===== config.mk =====
export PLATFORM = sky130hd
export DESIGN_NAME = div_iter
export DESIGN_NICKNAME = d
export VERILOG_FILES = /design/src/rtl/div_pkg.sv /design/src/rtl/div_iter_lzc.sv /design/src/rtl/div_iter.sv
export SDC_FILE = /design/constraint.sdc
export NUM_CORES = 1
export LEC_CHECK = 0
export BUFFER_PORTS_ARGS = -buffer_cell sky130_fd_sc_hd__buf_2
export CORE_MARGIN = 1.5
export CORE_UTILIZATION = 38
export CTS_CLUSTER_SIZE = 25
export DETAILED_ROUTE_END_ITERATION = 6
export PLACE_DENSITY = 0.64
export SETUP_SLACK_MARGIN = 0.5
export SYNTH_ARGS = -nofsm -noshare
export SYNTH_HDL_FRONTEND = slang
export SYNTH_SLANG_ARGS = --single-unit

===== constraint.sdc =====
create_clock -name clk -period 5.6 [get_ports clk]
set_input_delay 0 -clock clk [delete_from_list [all_inputs] [get_ports clk]]
set_output_delay 0 -clock clk [all_outputs]
set_load 0.02 [all_outputs]

===== src/rtl/div_pkg.sv =====
// div_pkg: shared types and helpers for the iterative divider.
// Provides the FSM state enum and a conditional two's-complement negate.
// No ports; imported by div_iter.
package div_pkg;

    // Widest operand abs_w can handle; callers cast to/from their own width.
    localparam int DIV_MAX_W = 64;

    typedef enum logic [2:0] {
        IDLE,
        PREP,
        CALC,
        FIXUP,
        DONE
    } div_state_e;

    // Negate v when neg is set. Truncating the result back to a narrower
    // width still yields the correct two's-complement value in that width.
    function automatic logic [DIV_MAX_W-1:0] abs_w(input logic [DIV_MAX_W-1:0] v,
                                                   input logic                 neg);
        return neg ? -v : v;
    endfunction

endpackage


===== src/rtl/div_iter_lzc.sv =====
// lzc: combinational leading-zero counter.
// Ports: value (WIDTH) in, count (CNT_W) out = number of leading zeros, WIDTH when value==0.
// Zero latency, no flow control.
module lzc #(
    parameter int WIDTH = 32,
    parameter int CNT_W = $clog2(WIDTH+1)
) (
    input  logic [WIDTH-1:0] value,
    output logic [CNT_W-1:0] count
);

    // Scan upward so the highest set bit is the last to write count.
    always_comb begin
        count = CNT_W'(WIDTH);
        for (int i = 0; i < WIDTH; i++) begin
            if (value[i]) begin
                count = CNT_W'(WIDTH - 1 - i);
            end
        end
    end

endmodule


===== src/rtl/div_iter.sv =====
// div_iter: radix-2 restoring signed/unsigned divider, one op in flight.
// Ports: clk, rst (sync, active-high), flush; request in_valid/in_ready with
//   is_signed, dividend, divisor; response out_valid/out_ready with quotient,
//   remainder; busy is high outside IDLE.
// Latency WIDTH+3 cycles from accept to out_valid (shorter with DIV_EARLY_OUT_EN,
//   which skips the dividend's leading zeros); results hold while out_ready is low.
module div_iter
    import div_pkg::*;
#(
    parameter int WIDTH = 32,
    parameter int CNT_W = $clog2(WIDTH+1)
) (
    input  logic             clk,
    input  logic             rst,
    input  logic             flush,
    input  logic             in_valid,
    output logic             in_ready,
    input  logic             is_signed,
    input  logic [WIDTH-1:0] dividend,
    input  logic [WIDTH-1:0] divisor,
    output logic             out_valid,
    input  logic             out_ready,
    output logic [WIDTH-1:0] quotient,
    output logic [WIDTH-1:0] remainder,
    output logic             busy
);

    localparam logic [WIDTH-1:0] MIN_INT = {1'b1, {(WIDTH-1){1'b0}}};

    div_state_e       state, state_nxt;

    logic [WIDTH-1:0] a_raw, b_raw, b_abs;
    logic             sgn, q_neg, r_neg;
    logic [WIDTH-1:0] rem, shreg;
    logic [CNT_W-1:0] cnt;
    logic [WIDTH-1:0] quo_r, rem_r;

    logic             a_neg_c, b_neg_c;
    logic [WIDTH-1:0] a_abs_c, b_abs_c;
    logic [WIDTH:0]   rem_sh, trial;
    logic             div_zero, ovf;

    logic [WIDTH-1:0] prep_shreg;
    logic [CNT_W-1:0] prep_cnt;
    logic             skip_calc;

    assign a_neg_c = sgn & a_raw[WIDTH-1];
    assign b_neg_c = sgn & b_raw[WIDTH-1];
    assign a_abs_c = WIDTH'(abs_w(DIV_MAX_W'(a_raw), a_neg_c));
    assign b_abs_c = WIDTH'(abs_w(DIV_MAX_W'(b_raw), b_neg_c));

    // One restoring step; trial's top bit set means the subtraction went negative.
    assign rem_sh = {rem, shreg[WIDTH-1]};
    assign trial  = rem_sh - {1'b0, b_abs};

    assign div_zero = (b_raw == '0);
    assign ovf      = sgn && (a_raw == MIN_INT) && (b_raw == '1);

`ifdef DIV_EARLY_OUT_EN
    logic [CNT_W-1:0] lz;

    lzc #(
        .WIDTH (WIDTH),
        .CNT_W (CNT_W)
    ) u_lzc (
        .value (a_abs_c),
        .count (lz)
    );

    // Leading zeros would only shift zero quotient bits in, so skip them.
    assign prep_shreg = a_abs_c << lz;
    assign prep_cnt   = CNT_W'(WIDTH) - lz;
    assign skip_calc  = (lz == CNT_W'(WIDTH)) || div_zero;
`else
    assign prep_shreg = a_abs_c;
    assign prep_cnt   = CNT_W'(WIDTH);
    assign skip_calc  = 1'b0;
`endif

    // State register
    always_ff @(posedge clk) begin
        if (rst) begin
            state <= IDLE;
        end else begin
            state <= state_nxt;
        end
    end

    // Next-state logic; flush wins over everything including a new request.
    always_comb begin
        state_nxt = state;
        if (flush) begin
            state_nxt = IDLE;
        end else begin
            case (state)
                IDLE:    if (in_valid) state_nxt = PREP;
                PREP:    state_nxt = skip_calc ? FIXUP : CALC;
                CALC:    if (cnt == CNT_W'(1)) state_nxt = FIXUP;
                FIXUP:   state_nxt = DONE;
                DONE:    if (out_ready) state_nxt = IDLE;
                default: state_nxt = IDLE;
            endcase
        end
    end

    // Outputs
    always_comb begin
        in_ready  = (state == IDLE);
        busy      = (state != IDLE);
        out_valid = (state == DONE);
    end

    assign quotient  = quo_r;
    assign remainder = rem_r;

    // Datapath; frozen during flush so the previous result stays visible.
    always_ff @(posedge clk) begin
        if (rst) begin
            a_raw <= '0;
            b_raw <= '0;
            b_abs <= '0;
            sgn   <= 1'b0;
            q_neg <= 1'b0;
            r_neg <= 1'b0;
            rem   <= '0;
            shreg <= '0;
            cnt   <= '0;
            quo_r <= '0;
            rem_r <= '0;
        end else if (!flush) begin
            case (state)
                IDLE: begin
                    if (in_valid) begin
                        a_raw <= dividend;
                        b_raw <= divisor;
                        sgn   <= is_signed;
                    end
                end
                PREP: begin
                    q_neg <= a_neg_c ^ b_neg_c;
                    r_neg <= a_neg_c;
                    b_abs <= b_abs_c;
                    rem   <= '0;
                    shreg <= prep_shreg;
                    cnt   <= prep_cnt;
                end
                CALC: begin
                    if (!trial[WIDTH]) begin
                        rem   <= trial[WIDTH-1:0];
                        shreg <= {shreg[WIDTH-2:0], 1'b1};
                    end else begin
                        rem   <= rem_sh[WIDTH-1:0];
                        shreg <= {shreg[WIDTH-2:0], 1'b0};
                    end
                    cnt <= cnt - CNT_W'(1);
                end
                FIXUP: begin
                    if (div_zero) begin
                        quo_r <= '1;
                        rem_r <= a_raw;
                    end else if (ovf) begin
                        quo_r <= MIN_INT;
                        rem_r <= '0;
                    end else begin
                        quo_r <= WIDTH'(abs_w(DIV_MAX_W'(shreg), q_neg));
                        rem_r <= WIDTH'(abs_w(DIV_MAX_W'(rem), r_neg));
                    end
                end
                default: ;
            endcase
        end
    end

endmodule


==> results.toml <==
[outcome]
status = "complete, no violations"

[setup_path]
slowest_stage = "or4_1"
critPathKind = "flop to flop"
r2r-start = "b_raw[2]"
critPathLaunch = "b_raw[2]"
crit_path_start_kind = "flop"
critPathRequiredTime_ns = 6.02
crit_path_max_incr_delay_ns = 0.62
cp_data_arrival_time_ns = 4.44
path_cells = "or4_1 > nor4_2 > nor3b_1 > and3_1 > nand2_1 > nor3b_4 > buf_4 > nor2_2 > a221oi_1 > nor3_1"
crit_family = "simple AND/OR/NAND/NOR gates"
crit_buf_inv = 1
end_kind = "flop"
critPathMaxFanout = 39

[yosys]
synth-xor-area-share_pct = 9.762
yosysSeqAreaShare_pct = 35.34
synth_compound_area_share_pct = 24.12
synthAdderAreaFrac_pct = 3.800
synth_nets = 1859
yosys_warnings = 0
synth_simple_gate_area_share_pct = 21.31
synth_ff_type = "dfxtp_1"
netlist_area_um2 = 13370
netlist_instances = 1749
muxShareOfSynthArea_pct = 0.3744
avgSynthCellArea_um2 = 7.643
synth_top_family_by_area = "compound AO/OA/AOI/OAI gates"
yosys.cell_types.count = 64
ys_async_sr_fraction_pct = 0
synth_edf_count = 0
synth-seq-cells = 236

[cts]
clockBufferDepth = 3
clk_latency_ns = 0.58
cts_inserted_buffers = 28
cts_tree = "done"
htree_levels = 1
ctsRootBufferMaster = "clkbuf_16"
postCtsSetupBuffers = 0
cts.sink_count = 236
clkSlewWorstSetupHoldPaths_ns = 0.06
ctsResizeCount = 0

[detailed_routing]
drt-total-wl_um = 39250
wl_per_cell_um = 16.59
vias = 12722
dr.pass1.iters = 5
vias_per_cell = 5.377
drt-initial-drc-count = 781
ant_nets = 0
remaining_drc_errors = 0

[pwr]
p_leak_nw = 6.379
ir_drop_mv = 0.2404
p_total_mw = 4.380
power.density_nw_per_um2 = 272.2

[placed_design]
gp_congestion = 0.8903
hpwl_um = 27980
numPortBuffers = 136
dp_slack_ns = 1.663

[hold_path]
min_path_type = "input pin to flop"
hp-start = "dividend[28]"

[floorplanning]
num_rows = 68
initial_core_util_pct = 38.60
dieHeight_um = 190.6
die-area_um2 = 36310
die_w_um = 190.6
design.core.area_um2 = 34630
io_pins = 137

[timing]
period_minus_slack_ns = 4.015
timing.final.crit_share_pct = 71.70
tns_ns = 0
setup_violations = 0
finalWorstSetupSlack_ns = 1.585
hold_violations = 0
worst_slew_pin_slew_ns = 1.084
max_freq_ghz = 0.2491
rsz0062_at_grt = "no"
relSlewSlack_pct = 27.51
clock_skew_ns = 0.03270
final_max_slew_viol_count = 0

[cells_and_area]
fin_nets = 2002
drive_gt1_share_pct = 11.41
antenna_cells = 0
areaGrowthSynthToFinish_pct = 20.40

[global_route]
grt_pass1_wl_um = 62530
grt_usage_pct = 21.27
first_global_vias = 11713
grt_antenna_before_repair = 0
grt_overflow = 0
grt_max_degree = 119

[flow_run]
drv_cap = 0
cell usage after synthesis, types with 5 or more instances:
library cell    n  share of area [%]
a221oi_1       18                1.2
a311oi_1        5               0.33
nand3b_1        6               0.34
nor3_1         67                2.5
dfxtp_1       236                 35
nand2_1       228                6.4
a21oi_1       159                6.0
a211oi_1       71                4.0
nor2_1        212                6.0
or4_1          10               0.56
mux2i_1         5               0.37
nor4_1         16               0.75
a32oi_1        11               0.72
buf_2          10               0.37
nor3b_1         6               0.34
xnor2_1        73                4.8
o41ai_1        18                1.2
o22ai_1         7               0.33
o21ai_0       101                3.8
and2_1          5               0.23
buf_1           5               0.14
xor2_1         76                5.0
nand3_1        20               0.75
inv_1          62                1.7
or3_1          10               0.47
nand2b_1       10               0.47
nand4_1        13               0.61
a31oi_1        11               0.51
clkbuf_1      103                2.9
o211ai_1       22                1.2
ha_1           39                3.7
a21o_1         13               0.73
nor2b_1         7               0.33
o31ai_1        30                1.7
and3_1          5               0.23
a22o_1         17                1.1
placed cells by master, fill, tap and decap left out, types with 13 or more instances in the layout:
master,n
nor3_1,66
o211ai_1,22
dlygate4sd3_1,81
buf_4,16
xnor2_1,72
a21o_1,13
nand4_1,13
nor2_1,209
a221oi_1,18
xor2_1,76
a211oi_1,71
nand3_1,20
o41ai_1,18
o21ai_0,101
dfxtp_1,236
ha_1,39
buf_2,135
o31ai_1,30
a22o_1,17
clkbuf_16,28
nor4_1,16
a21oi_1,159
nand2_1,227
inv_1,62
area by class of cell:
| cell class | count | area (um2) |
|---|---|---|
| Tap cell | 455 | 569.3 |
| Sequential cell | 236 | 4725 |
| Multi-Input combinational cell | 1331 | 7981 |
| Timing Repair Buffer | 233 | 1618 |
| Inverter | 62 | 232.7 |
| Clock inverter | 11 | 170.2 |
| Clock buffer | 38 | 798.3 |
| Fill cell | 3454 | 18530 |
worst min-delay path: cells and delay by family:
kind,cells,cell delay [ns]
AND/OR/NAND/NOR,1,0.05
buffers and inverters,2,0.65
AO/OA/AOI/OAI,1,0.05
flip-flops by register name (all words and copies together), names as in the netlist:
register / cells
remainder: 32
state: 3
shreg: 32
b_raw: 32
q_neg: 1
quotient: 32
a_raw: 32
b_abs: 32
sgn: 1
rem: 32
r_neg: 1
cnt: 6
logic make-up after synthesis:
family / after synthesis
xor+xnor: 149
simple gates: 632
flops: 236
fa+ha+maj: 40
compound gates: 505
buf+inv: 182
mux: 5
stage by stage:
step           util (%)  hold slack (ns)  area [um2]  cells
2_1_floorplan         -           0.1360       13370   1749
3_3_place_gp      41.34           0.2401       14320   2236
3_5_place_dp      41.34           0.2453       14320   2236
4_1_cts           46.48           0.1968       16090   2366
5_1_grt           46.48           0.2231       16090   2366
6_report          46.48           0.2150       16090   2366
worst paths after layout:
kind | to | slack [ns] | cells past startpoint
worst min register to register | b_abs[0] | 0.46 | 2
worst min-delay path | a_raw[28] | 0.22 | 4
worst max register to register | remainder[6] | 1.59 | 10
worst max-delay path | remainder[6] | 1.59 | 10
metal layers:
metal,wire length [um],track usage [%],share of wire (%),vias to the layer above
li1,-,-,-,6493
met1,18810,29.79,48,5836
met2,17520,34.14,45,336
met3,2108,3.073,5.4,57
met4,802,5.360,2.0,0
met5,0,0,0,-
where the power goes:
group,internal [mW],leakage (nW),switching (mW)
Clock,1.18,0.480,0.744
Combinational,0.265,3.99,0.418
Sequential,1.72,1.91,0.0581
Total,3.16,6.38,1.22
timing repair:
item	4_1_cts	5_1_grt
endpoints found under the setup margin	0	0
hold endpoints to repair	107	0
hold buffers	81	0
No activity file was read; power rests on OpenSTA's default activity.
